File: src/rtl/felica_resp_sched.sv
// FeliCa / NFC Type 3 response scheduler.
// After a reader frame ends, waits the slot delay, then sends a Manchester-coded
// 48-bit zero preamble, the 0xB24D sync word and the ARM-supplied payload bytes
// on mod_out. Payload bytes arrive through a one-byte holding register.
//
// state    | meaning
// ---------+----------------------------------------------------------
// IDLE     | disabled, everything flushed
// ARMED    | waiting for frame_end, first payload byte may be prefetched
// DELAY    | counting down the slot delay
// PREAMBLE | sending zero bits
// SYNC     | sending 0xB24D, MSB first
// DATA     | sending payload bytes, MSB first
module felica_resp_sched #(
  parameter int DELAY_TICKS   = 32768,
  parameter int SLOT_TICKS    = 16384,
  parameter int PREAMBLE_BITS = 48
) (
  input  logic       adc_clk,
  input  logic       rst_n,
  input  logic       enable,
  input  logic       speed,
  input  logic       frame_end,
  input  logic [3:0] slot_num,
  input  logic [7:0] tx_len,
  input  logic [7:0] tx_data,
  input  logic       tx_valid,
  output logic       tx_ready,
  output logic       mod_out,
  output logic       busy,
  output logic       done,
  output logic       err_underrun
);

  typedef enum logic [2:0] {
    S_IDLE, S_ARMED, S_DELAY, S_PREAMBLE, S_SYNC, S_DATA
  } state_t;

  localparam logic [5:0]  PRE_LAST  = 6'(PREAMBLE_BITS - 1);
  localparam logic [15:0] SYNC_WORD = 16'hB24D;

  state_t      state_q, state_d;
  logic [19:0] delay_q, delay_d;
  logic [5:0]  tick_q, tick_d;
  logic [5:0]  bit_q, bit_d;
  logic [7:0]  byte_q, byte_d;
  logic [15:0] shreg_q, shreg_d;
  logic [7:0]  hold_q, hold_d;
  logic        hold_full_q, hold_full_d;
  logic [7:0]  acc_q, acc_d;
  logic        speed_q, speed_d;
  logic [7:0]  len_q, len_d;
  logic        mod_q, mod_d;
  logic        done_q, done_d;
  logic        err_q, err_d;

  logic [5:0]  last_tick, half;
  logic [7:0]  limit;
  logic        bit_end, accept, load, next_byte, active_d, flush;

  // Bit timing and handshake terms derived from the registered state.
  assign last_tick = speed_q ? 6'd31 : 6'd63;
  assign half      = speed_q ? 6'd16 : 6'd32;
  assign bit_end   = (tick_q == last_tick);
  assign limit     = (state_q == S_ARMED) ? tx_len : len_q;
  assign tx_ready  = (state_q != S_IDLE) && !hold_full_q && (acc_q < limit);
  assign accept    = tx_valid && tx_ready;
  assign busy      = (state_q != S_IDLE) && (state_q != S_ARMED);

  assign mod_out      = mod_q;
  assign done         = done_q;
  assign err_underrun = err_q;

  // Next-state, datapath and registered-output logic.
  always_comb begin
    state_d     = state_q;
    delay_d     = delay_q;
    tick_d      = tick_q;
    bit_d       = bit_q;
    byte_d      = byte_q;
    shreg_d     = shreg_q;
    speed_d     = speed_q;
    len_d       = len_q;
    hold_d      = hold_q;
    hold_full_d = hold_full_q;
    acc_d       = acc_q;
    mod_d       = 1'b0;
    done_d      = 1'b0;
    err_d       = 1'b0;
    load        = 1'b0;
    next_byte   = 1'b0;
    active_d    = 1'b0;
    flush       = 1'b0;

    case (state_q)
      S_IDLE: if (enable) state_d = S_ARMED;
      S_ARMED, S_DELAY: begin
        // A new frame_end in DELAY restarts the wait with the new values.
        if (frame_end) begin
          state_d = S_DELAY;
          speed_d = speed;
          len_d   = tx_len;
          delay_d = 20'(DELAY_TICKS - 1 + int'(slot_num) * SLOT_TICKS);
          tick_d  = 6'd0;
          bit_d   = 6'd0;
          byte_d  = 8'd0;
        end else if (state_q == S_DELAY) begin
          if (delay_q == 20'd0) begin
            state_d = S_PREAMBLE;
            tick_d  = 6'd0;
            bit_d   = 6'd0;
            shreg_d = 16'd0;
          end else begin
            delay_d = delay_q - 20'd1;
          end
        end
      end
      S_PREAMBLE, S_SYNC, S_DATA: begin
        tick_d = bit_end ? 6'd0 : tick_q + 6'd1;
        if (bit_end) begin
          if (state_q == S_PREAMBLE) begin
            if (bit_q == PRE_LAST) begin
              state_d = S_SYNC;
              bit_d   = 6'd0;
              shreg_d = SYNC_WORD;
            end else begin
              bit_d = bit_q + 6'd1;
            end
          end else if (bit_q == ((state_q == S_SYNC) ? 6'd15 : 6'd7)) begin
            if (state_q == S_SYNC) begin
              byte_d = 8'd0;
              if (len_q == 8'd0) begin
                state_d = S_ARMED;
                done_d  = 1'b1;
              end else begin
                next_byte = 1'b1;
              end
            end else begin
              byte_d = byte_q + 8'd1;
              if (byte_q + 8'd1 == len_q) begin
                state_d = S_ARMED;
                done_d  = 1'b1;
              end else begin
                next_byte = 1'b1;
              end
            end
          end else begin
            bit_d   = bit_q + 6'd1;
            shreg_d = {shreg_q[14:0], 1'b0};
          end
        end
      end
      default: state_d = S_IDLE;
    endcase

    // Byte boundary: take the next payload byte or abort on underrun.
    if (next_byte) begin
      if (hold_full_q) begin
        state_d = S_DATA;
        load    = 1'b1;
        shreg_d = {hold_q, 8'h00};
        bit_d   = 6'd0;
      end else begin
        state_d = S_ARMED;
        err_d   = 1'b1;
      end
    end

    if (!enable) begin
      state_d = S_IDLE;
      done_d  = 1'b0;
      err_d   = 1'b0;
    end

    active_d = (state_d == S_PREAMBLE) || (state_d == S_SYNC) || (state_d == S_DATA);
    if (!active_d) tick_d = 6'd0;

    // Leaving a transaction (or disabling) discards any pending byte.
    flush       = (state_d == S_IDLE) || ((state_d == S_ARMED) && (state_q != S_ARMED));
    hold_full_d = flush ? 1'b0 : (accept || (hold_full_q && !load));
    if (accept) hold_d = tx_data;
    acc_d = flush ? 8'd0 : acc_q + {7'd0, accept};

    // Registered Manchester output aligned with the tick being entered.
    mod_d = active_d && (shreg_d[15] ^ (tick_d >= half));
  end

  // State and datapath registers.
  always_ff @(posedge adc_clk or negedge rst_n) begin
    if (!rst_n) begin
      state_q     <= S_IDLE;
      delay_q     <= 20'd0;
      tick_q      <= 6'd0;
      bit_q       <= 6'd0;
      byte_q      <= 8'd0;
      shreg_q     <= 16'd0;
      hold_q      <= 8'd0;
      hold_full_q <= 1'b0;
      acc_q       <= 8'd0;
      speed_q     <= 1'b0;
      len_q       <= 8'd0;
      mod_q       <= 1'b0;
      done_q      <= 1'b0;
      err_q       <= 1'b0;
    end else begin
      state_q     <= state_d;
      delay_q     <= delay_d;
      tick_q      <= tick_d;
      bit_q       <= bit_d;
      byte_q      <= byte_d;
      shreg_q     <= shreg_d;
      hold_q      <= hold_d;
      hold_full_q <= hold_full_d;
      acc_q       <= acc_d;
      speed_q     <= speed_d;
      len_q       <= len_d;
      mod_q       <= mod_d;
      done_q      <= done_d;
      err_q       <= err_d;
    end
  end

endmodule

File: config.mk
export PLATFORM = sky130hd
export DESIGN_NAME = felica_resp_sched
export DESIGN_NICKNAME = d
export VERILOG_FILES = /design/src/rtl/felica_resp_sched.sv
export SDC_FILE = /design/constraint.sdc
export NUM_CORES = 1
export LEC_CHECK = 0
export BUFFER_PORTS_ARGS = -buffer_cell sky130_fd_sc_hd__buf_2
export CAP_MARGIN = 10
export CORE_UTILIZATION = 55
export DETAILED_ROUTE_END_ITERATION = 8
export PLACE_DENSITY = 0.73
export SLEW_MARGIN = 25
export SYNTH_ARGS = -nofsm -noshare
export SYNTH_HDL_FRONTEND = slang
export SYNTH_SLANG_ARGS = --single-unit
File: constraint.sdc
create_clock -name adc_clk -period 4.9 [get_ports adc_clk]
set_input_delay 0.735 -clock adc_clk [delete_from_list [all_inputs] [get_ports adc_clk]]
set_output_delay 0.735 -clock adc_clk [all_outputs]
set_load 0.1 [all_outputs]
==> reports/metrics.csv, run 1 <==
metric,value,unit
status,"complete, no violations",
sequential area share after synthesis,41.9,%
IO Count,31,
Synth Area in Adders,4.05,%
fmax,0.258,GHz
depth of the CTS H-tree,3,
"EDFF count, synth",0,
most numerous cell on the critical path,nor2_1,
cell family with most CP delay,simple AND/OR/NAND/NOR gates,
DR vias,4454,
Buf/Inv on CP,1,
CP max FO,27,
CTS max path bufs,2,
unrepaired setup endpoints after global routing,no,
Setup Total Neg Slack,0,ns
worst-skew pair later-pin latency,0.37,ns
Worst EP required,5.14,ns
clock root cell,clkbuf_8,
Reg-to-Reg End,mod_out$_DFF_PN0_,
Critical Path End Type,flip-flop,
area grow syn2layout,8.46,%
"Period Utilization, post-route",79.0,%
Syn Inst Count,582,
CP arrival,4.12,ns
antenna cells,0,
R2R setup slack,1.03,ns
Yosys Warn Count,0,
post-synthesis cell area,5250,um^2
#FFs+latches synth,88,
postcts setup bufs,0,
Final Net Count,646,
PostCTS Resize Cnt,0,
Slew headroom,40.3,%
first drt pass iteration count,5,
# rows,35,
gr usage total,25.6,%
worst r2r src,state_q[2]$_DFF_PN0_,
Crit Path Category,flip-flop to flip-flop,
worst reg-to-reg path cell count,12,
class of the worst hold path,input port to async pin,
CP Launch Type,flip-flop,
Buffers on Ports,30,
mux cell area share after synthesis,3.86,%
"Slowest-stage cell, CP",dfrtp_1,
GRT Residual Overflow,0,
Vias/cell,6.04,
worst path cell trace,"or3b_1, or3_1, o2111a_1, buf_4, o21a_4, a21oi_2, nor2_1, ha_1, o211ai_1, o31ai_1, xnor2_1, nor2_1",
total CTS buffers,9,
Die W,99.7,um
first-pass GRT wire length,20100,um
vias in the first global route,4314,
cts hold-fix bufs,0,
Final min period,3.87,ns
Layout Skew,0.0149,ns
worst slew pin tran,0.895,ns
Final Non-Filler Cells,737,
max-capacitance violation count,0,
# setup viols final,0,
Final Wtd Congestion,0.860,
Crit path depth,12,
drt wl/cell,16.1,um
Post-DP HPWL,8490,um
clock-pin slew on the worst setup and hold paths,0.09,ns
Leak Pwr,2.45,nW
Worst VDD drop,214,uV
initial antenna violation count,0,
Die H,99.7,um
Initial DRC Count,321,
"Slew Viols, Final",0,
Post-DRT Antenna Nets,0,
largest net degree at the start of global routing,48,
Synth Area in Simple Gates,22.9,%
power density of the placed cells,286,nW/um^2
DRC errors left,0,
Mean Syn Cell Area,9.02,um^2
Die ar.,9940,um^2
complex-gate fraction of the synthesized area,18.3,%
top_reg_cell synth,dfrtp_1,
Core Region,9240,um^2
syn nets,625,
Placed Instances,721,
Synth Area in XOR/XNOR,5.17,%
layout cells sized above 1,11.8,%
CTS tree,yes,
Initial Util,56.8,%
"Distinct cells, synth",69,
crit-path max cell delay,0.79,ns
Post-synth ARST share,100,%
Fin. Hold Viols,0,
CTS Sinks,88,
largest family of logic cells by synthesized area,simple AND/OR/NAND/NOR gates,
DRT Wirelength,11800,um
-- sequential cells by signal, indices dropped and copies added, names as in the netlist --
signal / cells
done: 1
tick_q: 6
hold_q: 8
len_q: 8
delay_q: 20
bit_q: 6
hold_full_q: 1
err_underrun: 1
shreg_q: 16
acc_q: 8
state_q: 3
byte_q: 8
mod_out: 1
speed_q: 1
-- how the worst max path moves through the flow --
stage / from / to
6_report: state_q[2]$_DFF_PN0_ / mod_out$_DFF_PN0_
3_3_place_gp: state_q[2]$_DFF_PN0_ / mod_out$_DFF_PN0_
5_1_grt: byte_q[0]$_DFFE_PN0P_ / mod_out$_DFF_PN0_
2_1_floorplan: state_q[1]$_DFF_PN0_ / tx_ready
3_5_place_dp: state_q[2]$_DFF_PN0_ / mod_out$_DFF_PN0_
4_1_cts: state_q[2]$_DFF_PN0_ / mod_out$_DFF_PN0_
-- through the flow --
stage	instance area (um^2)	hold WS, ns	setup slack [ns]	util, %	power [mW]
floorplan	5250	0.439	1.01	-	1.04
global placement	5490	0.458	1.21	59.4	1.12
detailed placement	5490	0.474	1.08	59.4	1.13
CTS	5690	0.376	1.05	61.6	1.64
global route	5700	0.410	0.770	61.6	1.71
finish	5700	0.360	1.03	61.6	1.63
-- cells in the mapped netlist (all sizes together), types with 10 or more instances --
cell    number  area share, %
and3        13            1.5
xor2        17            2.8
buf         10            1.3
nand2       61            4.4
mux2        10            2.1
a21oi       41            4.1
a22oi       10            1.5
nor2        65            4.9
xnor2       14            2.3
o21ai       37            3.5
clkbuf      16            1.1
nor3        18            1.7
dfrtp       88             42
nand3       21            2.1
inv         18            1.3
ha          17            4.1
-- cells in the final DEF (no fill, tap or decap), drive strengths merged, types with 9 or more instances in the layout --
cell	Yosys	routed
a21oi	41	41
a22oi	10	10
and3	13	13
buf	10	36
clkbuf	16	10
dfrtp	88	88
ha	17	17
inv	18	20
mux2	10	10
mux2i	9	9
nand2	61	61
nand3	21	21
nor2	65	65
nor2b	9	9
nor3	18	18
o21ai	37	37
xnor2	14	14
xor2	17	17
-- per-layer routing --
| layer | vias to the layer above | track usage (%) | share of wire (%) |
|---|---|---|---|
| met2 | 115 | 42.0 | 47 |
| met5 | - | 0 | 0 |
| met1 | 2170 | 34.6 | 47 |
| met4 | 0 | 9.50 | 1.8 |
| met3 | 23 | 3.51 | 3.8 |
| li1 | 2146 | - | - |
-- final cells by class --
| type | count | area (um^2) |
|---|---|---|
| Fill cell | 812 | 3540 |
| Clock inverter | 6 | 67.6 |
| Clock buffer | 10 | 128 |
| Multi-Input combinational cell | 449 | 2870 |
| Inverter | 19 | 71.3 |
| Tap cell | 129 | 161 |
| Timing Repair Buffer | 36 | 198 |
| Sequential cell | 88 | 2200 |
-- worst register-to-register path, delay by kind of cell, from the launching register on --
kind | cells | cell delay [ns]
AO/OA/AOI/OAI | 5 | 1.10
AND/OR/NAND/NOR | 4 | 1.18
buffers and inverters | 1 | 0.22
flip-flops | 1 | 0.79
XOR/XNOR | 1 | 0.16
adder cells (fa/ha/maj) | 1 | 0.32
-- kinds of logic (layout without fill, tap and decap cells) --
| kind of cell | count (synthesis) | count (layout) |
|---|---|---|
| flip-flops | 88 | 88 |
| XOR/XNOR | 31 | 31 |
| AO/OA/AOI/OAI | 145 | 145 |
| AND/OR/NAND/NOR | 237 | 237 |
| buffers and inverters | 45 | 71 |
| multiplexers | 19 | 19 |
| adder cells (fa/ha/maj) | 17 | 17 |
-- where the power goes --
part,leakage [nW],internal [mW],switching (mW)
clock,0.0933,0.239,0.271
combinational,1.24,0.111,0.175
sequential,1.12,0.778,0.0557
Note: power is estimated with default switching activity, not from simulation.
==> run 2: changes to the inputs <==
==> constraint.sdc (replaced) <==
create_clock -name adc_clk -period 3.8 [get_ports adc_clk]
set_input_delay 0.57 -clock adc_clk [delete_from_list [all_inputs] [get_ports adc_clk]]
set_output_delay 0.57 -clock adc_clk [all_outputs]
set_load 0.1 [all_outputs]
==> run 2 against run 1 <==
  * Register-to-register slack lost 0.58 ns
  * Setup slack lost 0.66 ns
  * Sequential share of layout area shrank 0.41 points
  * Via count shrank 0.31%
  * Worst hold slack lost 0.044 ns
  * Flip-flop and latch count is the same
  * First-iteration DRC count shrank 15%
  * Critical path depth shrank 2
  * Die area is the same
  * Final cell count grew 1.1%
  * Combinational power grew 33%
==> reports/metrics.csv, run 2 (synthesis results as in run 1) <==
metric,value,unit,change
max reg flops,20,,unchanged
initial antenna violation count,0,,unchanged
Vias/cell,5.96,,-1.4%
most frequent cells in the layout,"88 x dfrtp_1, 62 x nor2_1, 61 x nand2_1",,
Die H,99.7,um,unchanged
switching power,0.636,mW,+27%
Initial Util,56.8,%,unchanged
DRC errors left,0,,unchanged
CTS tree,yes,,
DRT Wirelength,11800,um,-0.73%
fmax,0.292,GHz,
first drt pass iteration count,6,,+1
Fin. Hold Viols,0,,unchanged
largest net degree at the start of global routing,66,,+38%
worst slew pin tran,0.854,ns,-0.0411 ns
clock root cell,clkbuf_8,,
Post-DRT Antenna Nets,0,,unchanged
DR vias,4440,,-0.31%
CP max FO,13,,-52%
Buffers on Ports,30,,unchanged
Met3 Wirelength,486,um,+6.6%
Die ar.,9940,um^2,unchanged
power share of the combinational group,18.5,%,+1.0 points
switching part of the total,31.0,%,+0.25 points
worst-skew pair later-pin latency,0.36,ns,about the same
Critical Path End Type,primary output,,
status,"complete, no violations",,
cts hold-fix bufs,0,,unchanged
Initial DRC Count,273,,-15%
"leading cell type in the layout, fill and taps excluded",dfrtp_1,,
unrepaired setup endpoints after global routing,no,,
clock network fraction of total power,29.2,%,-2.1 points
layout cells sized above 1,13.0,%,+1.1 points
Layout Skew,0.0126,ns,-0.00226 ns
gr usage total,25.2,%,-0.37 points
met2 wire length,5810,um,+3.6%
Flop pwr share,52.4,%,+1.2 points
Slew headroom,42.6,%,+2.3 points
Post-DP HPWL,8500,um,+0.16%
"Slew Viols, Final",0,,unchanged
Final Net Count,654,,+1.2%
Final Wtd Congestion,0.954,,+11%
power density of the placed cells,356,nW/um^2,+25%
class of the worst hold path,input port to async pin,,
# rows,35,,unchanged
CTS max path bufs,2,,unchanged
CTS Sinks,88,,unchanged
PostCTS Resize Cnt,0,,unchanged
WL met1,5340,um,-4.2%
antenna cells,0,,unchanged
IO Count,31,,unchanged
area grow syn2layout,9.63,%,
Reg with most FFs,delay_q,,
vias in the first global route,4275,,-0.90%
Die W,99.7,um,unchanged
Leak Pwr,2.48,nW,+1.3%
Worst VDD drop,278,uV,+30%
Setup Total Neg Slack,0,ns,unchanged
DR top layer,met4,,
depth of the CTS H-tree,3,,unchanged
"Slowest-stage cell, CP",dfrtp_1,,
first-pass GRT wire length,20000,um,-0.79%
"Power, Total",2.05,mW,+26%
CP arrival,2.86,ns,-1.26 ns
GRT Residual Overflow,0,,unchanged
crit-path max cell delay,0.60,ns,-0.19 ns
total CTS buffers,9,,unchanged
# setup viols final,0,,unchanged
Worst EP required,3.23,ns,-1.91 ns
CP Launch Type,flip-flop,,
Final min period,3.43,ns,
Internal Power,1.41,mW,+25%
drt wl/cell,15.8,um,-1.8%
largest registers,"delay_q: 20 flops, shreg_q: 16 flops",,
Core Region,9240,um^2,unchanged
max-capacitance violation count,0,,unchanged
Crit Path Category,flip-flop to primary output,,
worst path cell trace,"nor3b_2, buf_4, mux2i_1, ha_1, a21oi_1, nor2b_1, o21ai_0, o211ai_1, nor2_1, buf_12",,
clock-pin slew on the worst setup and hold paths,0.08,ns,about the same
"Period Utilization, post-route",90.2,%,
postcts setup bufs,0,,unchanged
run 2: through the flow:
step / utilization, % / hold WS, ns / cells / setup slack, ns / area, um^2
6_report: 62.3 / 0.316 / 745 / 0.372 / 5760
3_5_place_dp: 60.3 / 0.474 / 729 / 0.519 / 5570
2_1_floorplan: - / 0.274 / 582 / 0.0778 / 5250
3_3_place_gp: 60.3 / 0.454 / 729 / 0.556 / 5570
4_1_cts: 62.2 / 0.342 / 745 / 0.342 / 5750
5_1_grt: 62.3 / 0.379 / 745 / 0.0983 / 5760
run 2: layout make-up:
class,instances,area [um^2]
multi-input combinational,449,2870
timing repair buffer,44,273
clock buffer,11,141
sequential,88,2200
fill,783,3480
tap,129,161
inverter,19,71.3
clock inverter,5,40.0
run 2: metal layers:
layer	track usage (%)	vias up
met5	0	-
met4	7.24	0
met3	3.79	10
met2	43.0	109
met1	33.3	2154
li1	-	2167
run 2: final timing paths:
kind	end	slack (ns)	from	depth (start not counted)
max	tx_ready	0.37	state_q[0]$_DFF_PN0_	10
min	delay_q[11]$_DFFE_PN0P_	0.32	rst_n	1
max reg2reg	mod_out$_DFF_PN0_	0.45	state_q[1]$_DFF_PN0_	12
min reg2reg	shreg_q[12]$_DFF_PN0_	0.49	hold_q[4]$_DFFE_PN0P_	1
max in group asynchronous	acc_q[6]$_DFF_PN0_	2.64	rst_n	2
min in group adc_clk	len_q[1]$_DFFE_PN0P_	0.42	tx_len[1]	3
run 2: power groups by stage:
stage	Clock (mW)	Sequential [mW]	Combinational [mW]
floorplan	0	1.07	0.267
global placement	0	1.09	0.367
detailed placement	0	1.09	0.379
CTS	0.614	1.07	0.381
global route	0.643	1.08	0.424
finish	0.598	1.07	0.379
run 2: critical path: cells and delay by family, from the launching register on:
family / cells / cell delay (ns)
mux: 1 / 0.22
compound gates: 3 / 0.45
simple gates: 3 / 0.53
fa+ha+maj: 1 / 0.26
buf+inv: 2 / 0.44
flops: 1 / 0.60
==> run 3: changes to the inputs <==
--- a/config.mk
+++ b/config.mk
@@ -10,6 +10,8 @@
 export CORE_UTILIZATION = 55
 export DETAILED_ROUTE_END_ITERATION = 8
 export PLACE_DENSITY = 0.73
+export REMOVE_ABC_BUFFERS = 1
+export SKIP_CTS_REPAIR_TIMING = 1
 export SLEW_MARGIN = 25
 export SYNTH_ARGS = -nofsm -noshare
 export SYNTH_HDL_FRONTEND = slang
==> run 3 against run 2 <==
  * Maximum frequency decreased by 2.2%
  * Flip-flop and latch count unchanged
  * Count of clock-buffer cells in the layout decreased by 1
  * First-iteration DRC count increased by 7.3%
  * Critical endpoint unchanged
  * Largest cell class unchanged
==> reports/metrics.csv, run 3 (synthesis results as in run 1) <==
metric,value,unit,change
Critical path origin,state_q[0]$_DFF_PN0_,,
Final Wtd Congestion,0.961,,+0.81%
DRC errors left,0,,unchanged
worst-skew pair later-pin latency,0.36,ns,about the same
Post-DRT Antenna Nets,0,,unchanged
CTS tree,yes,,
# rows,35,,unchanged
Final Net Count,654,,unchanged
CTS max path bufs,2,,unchanged
grt peak-use layer,met2,,
max-capacitance violation count,0,,unchanged
status,"complete, no violations",,
"Slew Viols, Final",0,,unchanged
Buf/Inv on CP,2,,unchanged
Core Region,9240,um^2,unchanged
vias in the first global route,4260,,-0.35%
total CTS buffers,9,,unchanged
Initial Util,56.8,%,unchanged
# setup viols final,0,,unchanged
Reg-to-Reg End,mod_out$_DFF_PN0_,,
"Slowest-stage cell, CP",dfrtp_1,,
max reg flops,20,,unchanged
Post-DP HPWL,8540,um,+0.49%
CP max FO,13,,unchanged
power density of the placed cells,377,nW/um^2,+6.0%
clock-pin slew on the worst setup and hold paths,0.09,ns,about the same
Worst VDD drop,239,uV,-14%
Final min period,3.51,ns,+0.0786 ns
placed cell area,5550,um^2,-0.27%
Crit Path Category,flip-flop to primary output,,
initial antenna violation count,0,,unchanged
Vias/cell,6.00,,+0.72%
"Period Utilization, post-route",92.3,%,+2.1 points
Setup crit end,tx_ready,,
Crit path depth,10,,unchanged
CTS Sinks,88,,unchanged
first drt pass iteration count,5,,-1
cell family with most CP delay,flip-flops,,
depth of the CTS H-tree,3,,unchanged
worst path cell trace,"nor3b_2, buf_4, mux2i_1, ha_1, a21oi_1, nor2b_1, o21ai_0, o211ai_1, nor2_1, clkbuf_4",,
"leading cell type in the layout, fill and taps excluded",dfrtp_1,,
Initial DRC Count,293,,+7.3%
IO Count,31,,unchanged
final core occ,62.8,%,+0.46 points
"Power, Total",2.19,mW,+6.8%
Leak Pwr,2.52,nW,+1.4%
R2R setup slack,0.34,ns,-0.11 ns
most frequent cells in the layout,"88 x dfrtp_1, 62 x nor2_1, 61 x nand2_1",,
DRT Wirelength,12000,um,+1.7%
first-pass GRT wire length,20200,um,+0.83%
largest net degree at the start of global routing,67,,+1.5%
clock root cell,clkbuf_8,,
Die H,99.7,um,unchanged
gr usage total,25.8,%,+0.59 points
worst hold margin,0.311,ns,-0.00571 ns
class of the worst hold path,input port to async pin,,
Buffers on Ports,30,,unchanged
Worst EP required,3.23,ns,about the same
Slew headroom,44.5,%,+1.9 points
crit-path max cell delay,0.59,ns,about the same
Reg with most FFs,delay_q,,
GRT Residual Overflow,0,,unchanged
fmax,0.285,GHz,-2.2%
met2 usage,42.4,%,-0.64 points
Fin. Hold Viols,0,,unchanged
worst r2r src,byte_q[0]$_DFFE_PN0P_,,
Die W,99.7,um,unchanged
met1 global-route usage,34.8,%,+1.5 points
CP arrival,2.94,ns,+0.08 ns
DR vias,4472,,+0.72%
area grow syn2layout,10.4,%,
pre-CTS setup slack,0.272,ns,-0.247 ns
final worst slack,0.293,ns,-0.0786 ns
layout cells sized above 1,13.1,%,+0.16 points
Die ar.,9940,um^2,unchanged
Layout Skew,0.0185,ns,+0.00589 ns
worst reg-to-reg path cell count,14,,+2
fin area,5800,um^2,+0.74%
worst slew pin tran,0.833,ns,-0.0213 ns
antenna cells,0,,unchanged
largest registers,"delay_q: 20 flops, shreg_q: 16 flops",,
GR Layer Usage met3,4.57,%,+0.77 points
Critical Path End Type,primary output,,
drt wl/cell,16.1,um,+1.7%
unrepaired setup endpoints after global routing,no,,
CP Launch Type,flip-flop,,
## run 3: report_power, final
group	switching, mW	internal (mW)	total [mW]	leakage, nW
combinational	0.229	0.146	0.375	1.28
clock	0.347	0.392	0.739	0.117
sequential	0.0727	1.00	1.08	1.12
total	0.648	1.54	2.19	2.52
## run 3: metrics by stage
step | cells | TNS, ns
floorplan | 556 | -6.64
global placement | 729 | 0
detailed placement | 729 | 0
CTS | 745 | 0
global route | 745 | 0
finish | 745 | 0
## run 3: layer usage
metal | wire length [um] | part of all wire, %
met5 | 0 | 0
met4 | 161 | 1.3
met3 | 405 | 3.4
met2 | 5720 | 48
met1 | 5680 | 47
## run 3: area by class of cell
type	count	area [um^2]
Sequential cell	88	2200
Inverter	19	71.3
Multi-Input combinational cell	449	2880
Clock inverter	6	91.3
Tap cell	129	161
Clock buffer	10	138
Timing Repair Buffer	44	260
Fill cell	780	3440
## run 3: worst min-delay path by stage
stage                                from                      to  cells past startpoint
finish                              rst_n  delay_q[9]$_DFFE_PN0P_                      1
global route                        rst_n  delay_q[9]$_DFFE_PN0P_                      1
CTS                                 rst_n    len_q[0]$_DFFE_PN0P_                      1
detailed placement  hold_q[4]$_DFFE_PN0P_   shreg_q[12]$_DFF_PN0_                      1
global placement    hold_q[4]$_DFFE_PN0P_   shreg_q[12]$_DFF_PN0_                      1
floorplan                           rst_n      acc_q[0]$_DFF_PN0_                      0
